==> src/rtl/fpu_uart_pkg.sv <==
// Shared constants and FSM state encoding for the UART-fed FPU controller.
// Operands arrive from a UART byte buffer; the result is streamed back LSB byte first.
package fpu_uart_pkg;

  localparam int DEF_SIZE_DATA = 32;
  localparam int DEF_SIZE_BYTE = 8;

  typedef enum logic [2:0] {
    IDLE     = 3'd0,
    CAP_A    = 3'd1,
    WAIT_B   = 3'd2,
    CAP_B    = 3'd3,
    LAUNCH   = 3'd4,
    WAIT_RES = 3'd5,
    SEND     = 3'd6
  } state_t;

endpackage

==> src/rtl/fpu_uart_edge_det.sv <==
// Rising-edge detector for the two operand-ready levels.
// A rise is reported in the same cycle the level first reads high.
module fpu_uart_edge_det (
  input  logic       clk,
  input  logic       rst_n,
  input  logic [1:0] done,
  output logic [1:0] rise
);

  logic [1:0] prev_reg;

  always_ff @(posedge clk or negedge rst_n) begin
    if (!rst_n) prev_reg <= 2'b00;
    else        prev_reg <= done;
  end

  for (genvar gi = 0; gi < 2; gi++) begin : g_rise
    assign rise[gi] = done[gi] & ~prev_reg[gi];
  end

endmodule

==> src/rtl/fpu_uart_ctrl.sv <==
// Captures two operands, launches the FPU, waits (bounded) for its result and
// streams the result to the UART transmitter one byte at a time.
module fpu_uart_ctrl
  import fpu_uart_pkg::*;
#(
  parameter int SIZE_DATA   = DEF_SIZE_DATA,
  parameter int SIZE_BYTE   = DEF_SIZE_BYTE,
  parameter int TIMEOUT_CYC = 1024
) (
  input  logic                 i_clk,
  input  logic                 i_rst_n,
  input  logic                 i_done_a,
  input  logic [SIZE_DATA-1:0] i_data_a,
  input  logic                 i_done_b,
  input  logic [SIZE_DATA-1:0] i_data_b,
  output logic                 o_fpu_start,
  output logic [SIZE_DATA-1:0] o_fpu_a,
  output logic [SIZE_DATA-1:0] o_fpu_b,
  input  logic                 i_fpu_valid,
  input  logic [SIZE_DATA-1:0] i_fpu_result,
  output logic                 o_tx_valid,
  output logic [SIZE_BYTE-1:0] o_tx_data,
  input  logic                 i_tx_ready,
  output logic                 o_busy,
  output logic                 o_err_timeout
);

  localparam int NUM_BYTES = SIZE_DATA / SIZE_BYTE;
  localparam int IDX_W     = (NUM_BYTES > 1) ? $clog2(NUM_BYTES) : 1;
  localparam int CNT_W     = (TIMEOUT_CYC > 1) ? $clog2(TIMEOUT_CYC) : 1;

  state_t               state_reg;
  logic [SIZE_DATA-1:0] a_reg;
  logic [SIZE_DATA-1:0] b_reg;
  logic [SIZE_DATA-1:0] result_reg;
  logic                 start_reg;
  logic                 err_reg;
  logic [IDX_W-1:0]     idx_reg;
  logic [CNT_W-1:0]     cnt_reg;
  logic [1:0]           rise;
  logic [SIZE_BYTE-1:0] result_bytes [NUM_BYTES];

  fpu_uart_edge_det u_edge_det (
    .clk   (i_clk),
    .rst_n (i_rst_n),
    .done  ({i_done_b, i_done_a}),
    .rise  (rise)
  );

  for (genvar gi = 0; gi < NUM_BYTES; gi++) begin : g_bytes
    assign result_bytes[gi] = result_reg[gi*SIZE_BYTE +: SIZE_BYTE];
  end

  always_ff @(posedge i_clk or negedge i_rst_n) begin
    if (!i_rst_n) begin
      state_reg  <= IDLE;
      a_reg      <= '0;
      b_reg      <= '0;
      result_reg <= '0;
      start_reg  <= 1'b0;
      err_reg    <= 1'b0;
      idx_reg    <= '0;
      cnt_reg    <= '0;
    end else begin
      start_reg <= 1'b0;
      case (state_reg)
        IDLE: begin
          // done_b alone (or together with done_a) never starts a transaction
          if (rise[0]) state_reg <= CAP_A;
        end
        CAP_A: begin
          a_reg     <= i_data_a;
          err_reg   <= 1'b0;
          state_reg <= WAIT_B;
        end
        WAIT_B: begin
          if (rise[0])      state_reg <= CAP_A;
          else if (rise[1]) state_reg <= CAP_B;
        end
        CAP_B: begin
          b_reg     <= i_data_b;
          state_reg <= LAUNCH;
        end
        LAUNCH: begin
          start_reg <= 1'b1;
          cnt_reg   <= '0;
          state_reg <= WAIT_RES;
        end
        WAIT_RES: begin
          if (i_fpu_valid) begin
            result_reg <= i_fpu_result;
            idx_reg    <= '0;
            state_reg  <= SEND;
          end else if (cnt_reg == CNT_W'(TIMEOUT_CYC - 1)) begin
            err_reg   <= 1'b1;
            state_reg <= IDLE;
          end else begin
            cnt_reg <= cnt_reg + CNT_W'(1);
          end
        end
        SEND: begin
          if (i_tx_ready) begin
            if (idx_reg == IDX_W'(NUM_BYTES - 1)) state_reg <= IDLE;
            else                                  idx_reg   <= idx_reg + IDX_W'(1);
          end
        end
        default: state_reg <= IDLE;
      endcase
    end
  end

  // TX outputs decode straight from state so reset removes them without a clock
  assign o_tx_valid    = (state_reg == SEND);
  assign o_tx_data     = (state_reg == SEND) ? result_bytes[idx_reg] : '0;
  assign o_busy        = (state_reg != IDLE);
  assign o_fpu_start   = start_reg;
  assign o_fpu_a       = a_reg;
  assign o_fpu_b       = b_reg;
  assign o_err_timeout = err_reg;

endmodule

==> config.mk <==
export PLATFORM = sky130hd
export DESIGN_NAME = fpu_uart_ctrl
export DESIGN_NICKNAME = d
export VERILOG_FILES = /design/src/rtl/fpu_uart_pkg.sv /design/src/rtl/fpu_uart_edge_det.sv /design/src/rtl/fpu_uart_ctrl.sv
export SDC_FILE = /design/constraint.sdc
export NUM_CORES = 1
export LEC_CHECK = 0
export ABC_CLOCK_PERIOD_IN_PS = 5200
export CAP_MARGIN = 20
export CORE_MARGIN = 1
export CORE_UTILIZATION = 28
export CTS_CLUSTER_SIZE = 8
export DETAILED_ROUTE_END_ITERATION = 8
export GPL_TIMING_DRIVEN = 1
export PLACE_DENSITY = 0.55
export SLEW_MARGIN = 25
export SYNTH_ARGS = -nofsm -noshare
export SYNTH_HDL_FRONTEND = slang
export SYNTH_SLANG_ARGS = --single-unit
==> constraint.sdc <==
create_clock -name i_clk -period 5.2 [get_ports i_clk]
set_clock_uncertainty 0.15 [all_clocks]
set_input_delay 1.04 -clock i_clk [delete_from_list [all_inputs] [get_ports i_clk]]
set_output_delay 1.04 -clock i_clk [all_outputs]
set_load 0.01 [all_outputs]
* After elaboration in Yosys (flattened, before gate mapping)
Cells that the tools add are included.
** Cells by class
- Add/sub/neg operators :: 2
- $mul :: 0
- Divide/modulo/power cells :: 0
- Magnitude comparators :: 1
- Equality and inequality tests :: 18
- Shift operators :: 0
- Multiplexer cells :: 23
- Bitwise logic cells :: 5
- Reductions and logical operators :: 10
** Operators with widths (count)
- 8-bit two-way mux :: 3
- 3-bit two-way mux :: 7
- 3-bit case mux with 7 select lines :: 1
- 10-bit two-way mux :: 2
- 10-bit case mux with 2 select lines :: 1
- 8-bit binary-select mux with 2-bit select :: 1
- 2-bit != test (second input constant) :: 6
- 10-bit by 1-bit adder with 10-bit output (second input constant) :: 1
- 10-bit equality test (second input constant) :: 1
- 3-bit equality test (second input constant) :: 3
- 3-bit by 2-bit equality test with 1-bit output (second input constant) :: 2
- 2-bit two-way mux :: 3
- 3-bit != test (second input constant) :: 2
- 3-bit AND reduction :: 2
- 2-bit nonzero test :: 3
- 5-bit AND reduction :: 1
- 2-bit by 1-bit != test with 1-bit output (second input constant) :: 2
- 2-bit case mux with 2 select lines :: 1
- 4-bit AND reduction :: 1
- 3-bit by 1-bit equality test with 1-bit output (second input constant) :: 1
- 3-bit >= comparator (second input constant) :: 1
- 3-bit logical NOT :: 1
- 1-bit two-way mux :: 3
- 2-bit inverter with 3-bit output :: 1
- other kinds (7) :: 9
** Word-level totals
- Register bits :: 115
- Bits in latches :: 0
- RAM bits :: 0
- ROM bits :: 0
- Input bits :: 102
- Output and inout port bits :: 76
- Word-level logic and storage cells :: 68
- Memories :: 0

* Logic depth before layout (Yosys ltp)
- Word-level depth :: 5
- Mapped depth :: 6

* Hierarchy
A second synthesis with hierarchy kept.
** Unflattened totals
- Cells, all modules :: 338
- Area, all modules :: 4880.9 um^2
** Modules (own cells, without submodules)
- fpu_uart_ctrl :: times used 1, cells an instance 334, area an instance 4803.4 um^2
- fpu_uart_edge_det :: times used 1, cells an instance 4, area an instance 77.6 um^2

* Worst setup path after synthesis
OpenSTA, ideal clock, no wires.
- Kind :: reg2out
- From :: register idx_reg[0]
- To :: output port o_tx_data[0]
- Arrival :: 1258 ps
- Slack :: 2752 ps
- Cell stages (with the launch flop) :: 4
- Path buffers :: 1
- Path through :: dfrtp_1 buf_2 mux4_2 nor2b_1
** Between the ends
- Cells in the longest elaborated chain, start to end :: 5
** Ends and longest elaborated chain
- start: declaration :: line fpu_uart_ctrl.sv:38 : logic [IDX_W-1:0] idx_reg;
- start signal: assignment :: line fpu_uart_ctrl.sv:104 : else idx_reg <= idx_reg + IDX_W'(1);
- 2-bit inverter with 3-bit output (not written as such) :: line fpu_uart_ctrl.sv:114 : assign o_tx_data = (state_reg == SEND) ? result_bytes[idx_reg] : '0;
- 8-bit binary-select mux with 2-bit select :: line fpu_uart_ctrl.sv:114
- 8-bit two-way mux (not written as such) (2 in a row) :: line fpu_uart_ctrl.sv:114
- 8-bit two-way mux :: line fpu_uart_ctrl.sv:114
- end: declaration :: line fpu_uart_ctrl.sv:22 : output logic [SIZE_BYTE-1:0] o_tx_data,
No other way between the ends. The select of a mux whose other input is x is not followed.

* Worst setup path in the final report
- From :: register idx_reg[0]
- To :: output port o_tx_data[5]
The elaborated chain is that of the path after synthesis.

==> summary.txt <==
Status
  – Status: complete, no violations

Synthesis
  – Leading area contributor after synthesis: dfrtp_1
  – Synth Register Bits: 115
  – Post-Syn Instances: 335
  – Syn Area/Cell: 14.5 sq um
  – Most common cell in the netlist: dfrtp_1
  – Asr flop ratio synth: between 90% and 100%
  – Ys Warns: 0
  – Synth top area share: between 50% and 60%
  – Top FF cell, synth: dfrtp_1
  – Synth top cells by count: dfrtp_1, mux2_2, buf_2, nand2_1, nor2b_1
  – Cell area after synthesis: about 4800 sq um
  – Net Count, Synth: ~440
  – Unique masters post-synth: 45
  – Dominant cells by area after synthesis: dfrtp_1, mux2_2, mux4_2
  – Seq/Total Area, Yosys: between 50% and 60%
  – EDFF count, synth: 0

Clock tree
  – Clock slew at reported path FFs: 0.06 ns
  – Number of buffers created by CTS: 17
  – Post CTS Setup Buffer Count: 0
  – Root buffer cell: clkbuf_16
  – CTS resizes: 0
  – Clock buffer depth: 2
  – Post-cts hold buffer count: 0
  – Worst-Skew Late Latency: about 0.41 ns
  – H-tree depth: 4
  – Clock sinks: 115
  – CTS tree: done

Critical path
  – Reg2Reg Setup Slack: 2.99 ns
  – Reg2Reg Launch Point: state_reg[0]
  – Largest fanout on the critical path: 11
  – Data required time of the worst path: 4.01 ns
  – Worst reg2reg path depth: 4
  – CP Capture Type: output port
  – Setup CP Type: flop to output port
  – Reg-to-Reg End: o_fpu_a[4]
  – WP data arrival: ~2.4 ns
  – Startpoint types: flop

Placement
  – Placed insts: 718
  – Placed Area: between 6000 and 7000 sq um
  – DPL Wire Length: around 8400 microns
  – GP Congestion: 0.783
  – Port bufs: 177
  – DP Worst Slack: 2.02 ns

Floorplan
  – Rows: between 40 and 50
  – Initial Util: between 20% and 30%
  – Io pins: 178
  – Die Span Y: 134 microns
  – Core area: roughly 17000 sq um
  – Chip width: 134 microns
  – Die area: 17800 sq um

Timing
  – Max Fclk: 0.280 GHz
  – Period utilisation layout: between 60% and 70%
  – Final WS setup: between 1.5 and 2 ns
  – Hold Fails Final Rpt: 0
  – RSZ-0062 raised after global routing: no
  – Hold WS: 0.337 ns
  – Least-Margin Pin Slew: between 0.6 and 0.7 ns
  – Slew Limit Fails: 0
  – Setup-failing EPs final: 0
  – Rel. slew slack: a little under three fifths
  – Period minus WS final: 3.57 ns
  – Setup TNS: 0 ns

Power
  – Pwr per Cell Area: 603 nW/um^2
  – Leak Pwr: 3.05 nW
  – Peak supply drop: 0.293 mV

Routing
  – Antenna Violating Nets Remaining: 0
  – Via count: 3401
  – Routed wire length: between 10000 and 15000 microns
  – Via density: 4.53
  – Average wire per standard cell: about 16 microns
  – # DRC: 0
  – Drt pass-1 iters: 4
  – DR iter-0 viols: 116

Worst hold path
  – Hold path depth: 1
  – Hold Path End: cnt_reg[8]
  – Hold_sp: cnt_reg[8]
  – Worst min path class: flop to flop

Layout
  – P&R area growth vs syn: 55.0%
  – Final Instance Area: 7510 sq um
  – Final Net Count: 622
  – Share of cells above drive strength 1: 27.9%
  – Non-Filler Instances: 751
  – ANT cells: 0

Global route
  – Antenna violations before repair: 0
  – Overall routing resource usage: 14.2%
  – Largest net degree at the start of global routing: 48
  – Vias in the first global route: 3619
  – First-pass GRT wire length: 19200 microns
  – GRT overflow: 0

Run
  – MaxCap Viol Count: 0
==> cell usage in the layout, fill, tap and decap left out, drive strengths merged, types with 3 or more instances in the layout <==
cell type and count:
clkdlybuf4s50 176, dfrtp 115, mux2 96, clkbuf 18, nand2 12, nor2b 10
mux4 8, nor3 8, inv 8, nor2 6, buf 6, a21oi 4
a31oi 4, bufinv 4, clkinv 4, clkinvlp 4, or3 4, nand3 4
nand3b 3
==> where the power goes <==
group	total, mW	internal, mW	switching [mW]
clock	1.26	0.820	0.436
sequential	1.59	1.32	0.276
combinational	1.68	1.08	0.603
==> cells by family after synthesis <==
kind of cell / after synthesis / share of synthesized area, %
AOI/OAI and AO/OA: 28 / 4.39
adders and majority gates: 2 / 0.516
buffers and inverters: 24 / 2.19
DFF: 115 / 59.4
muxes: 106 / 26.4
and+or+nand+nor: 60 / 7.07
==> worst max path at each step <==
stage          startpoint            to  slack, ns  cells after the start
3_5_place_dp   idx_reg[0]  o_tx_data[4]       2.02                      3
3_3_place_gp   idx_reg[0]  o_tx_data[5]       2.04                      3
4_1_cts        idx_reg[0]  o_tx_data[5]       1.56                      3
6_report       idx_reg[0]  o_tx_data[5]       1.63                      3
5_1_grt        idx_reg[0]  o_tx_data[5]       1.44                      3
2_1_floorplan  idx_reg[0]  o_tx_data[0]       2.75                      3
==> area by class of cell <==
cell class,count,area [sq um]
tap,220,275
clock inverter,14,203
multi-input combinational,196,1870
inverter,6,22.5
fill,1535,9250
clock buffer,18,439
sequential,115,2880
timing repair buffer,182,1830
==> metrics by stage <==
step | power, mW | utilization, %
after floorplan | 2.45 | -
after global routing | 4.80 | 44.8
final | 4.53 | 44.8
after global placement | 3.25 | 40.8
after detailed placement | 3.29 | 40.8
after CTS | 4.58 | 44.7
==> critical path, stage by stage (launching register included) <==
cell             delay [ns]
dfrtp_1                0.74
mux4_2                 0.57
nor2b_1                0.16
clkdlybuf4s50_1        0.50
==> per-layer routing <==
metal | routed length (microns) | GRT usage, % | vias to the layer above | share of wire, %
met1 | 5000 | 16.4 | 1689 | 42
li1 | - | - | 1599 | -
met2 | 5940 | 23.8 | 106 | 50
met5 | 0 | 0 | - | 0
met3 | 860 | 5.44 | 7 | 7.2
met4 | 123 | 5.11 | 0 | 1.0
Note: power is estimated with default switching activity, not from simulation.
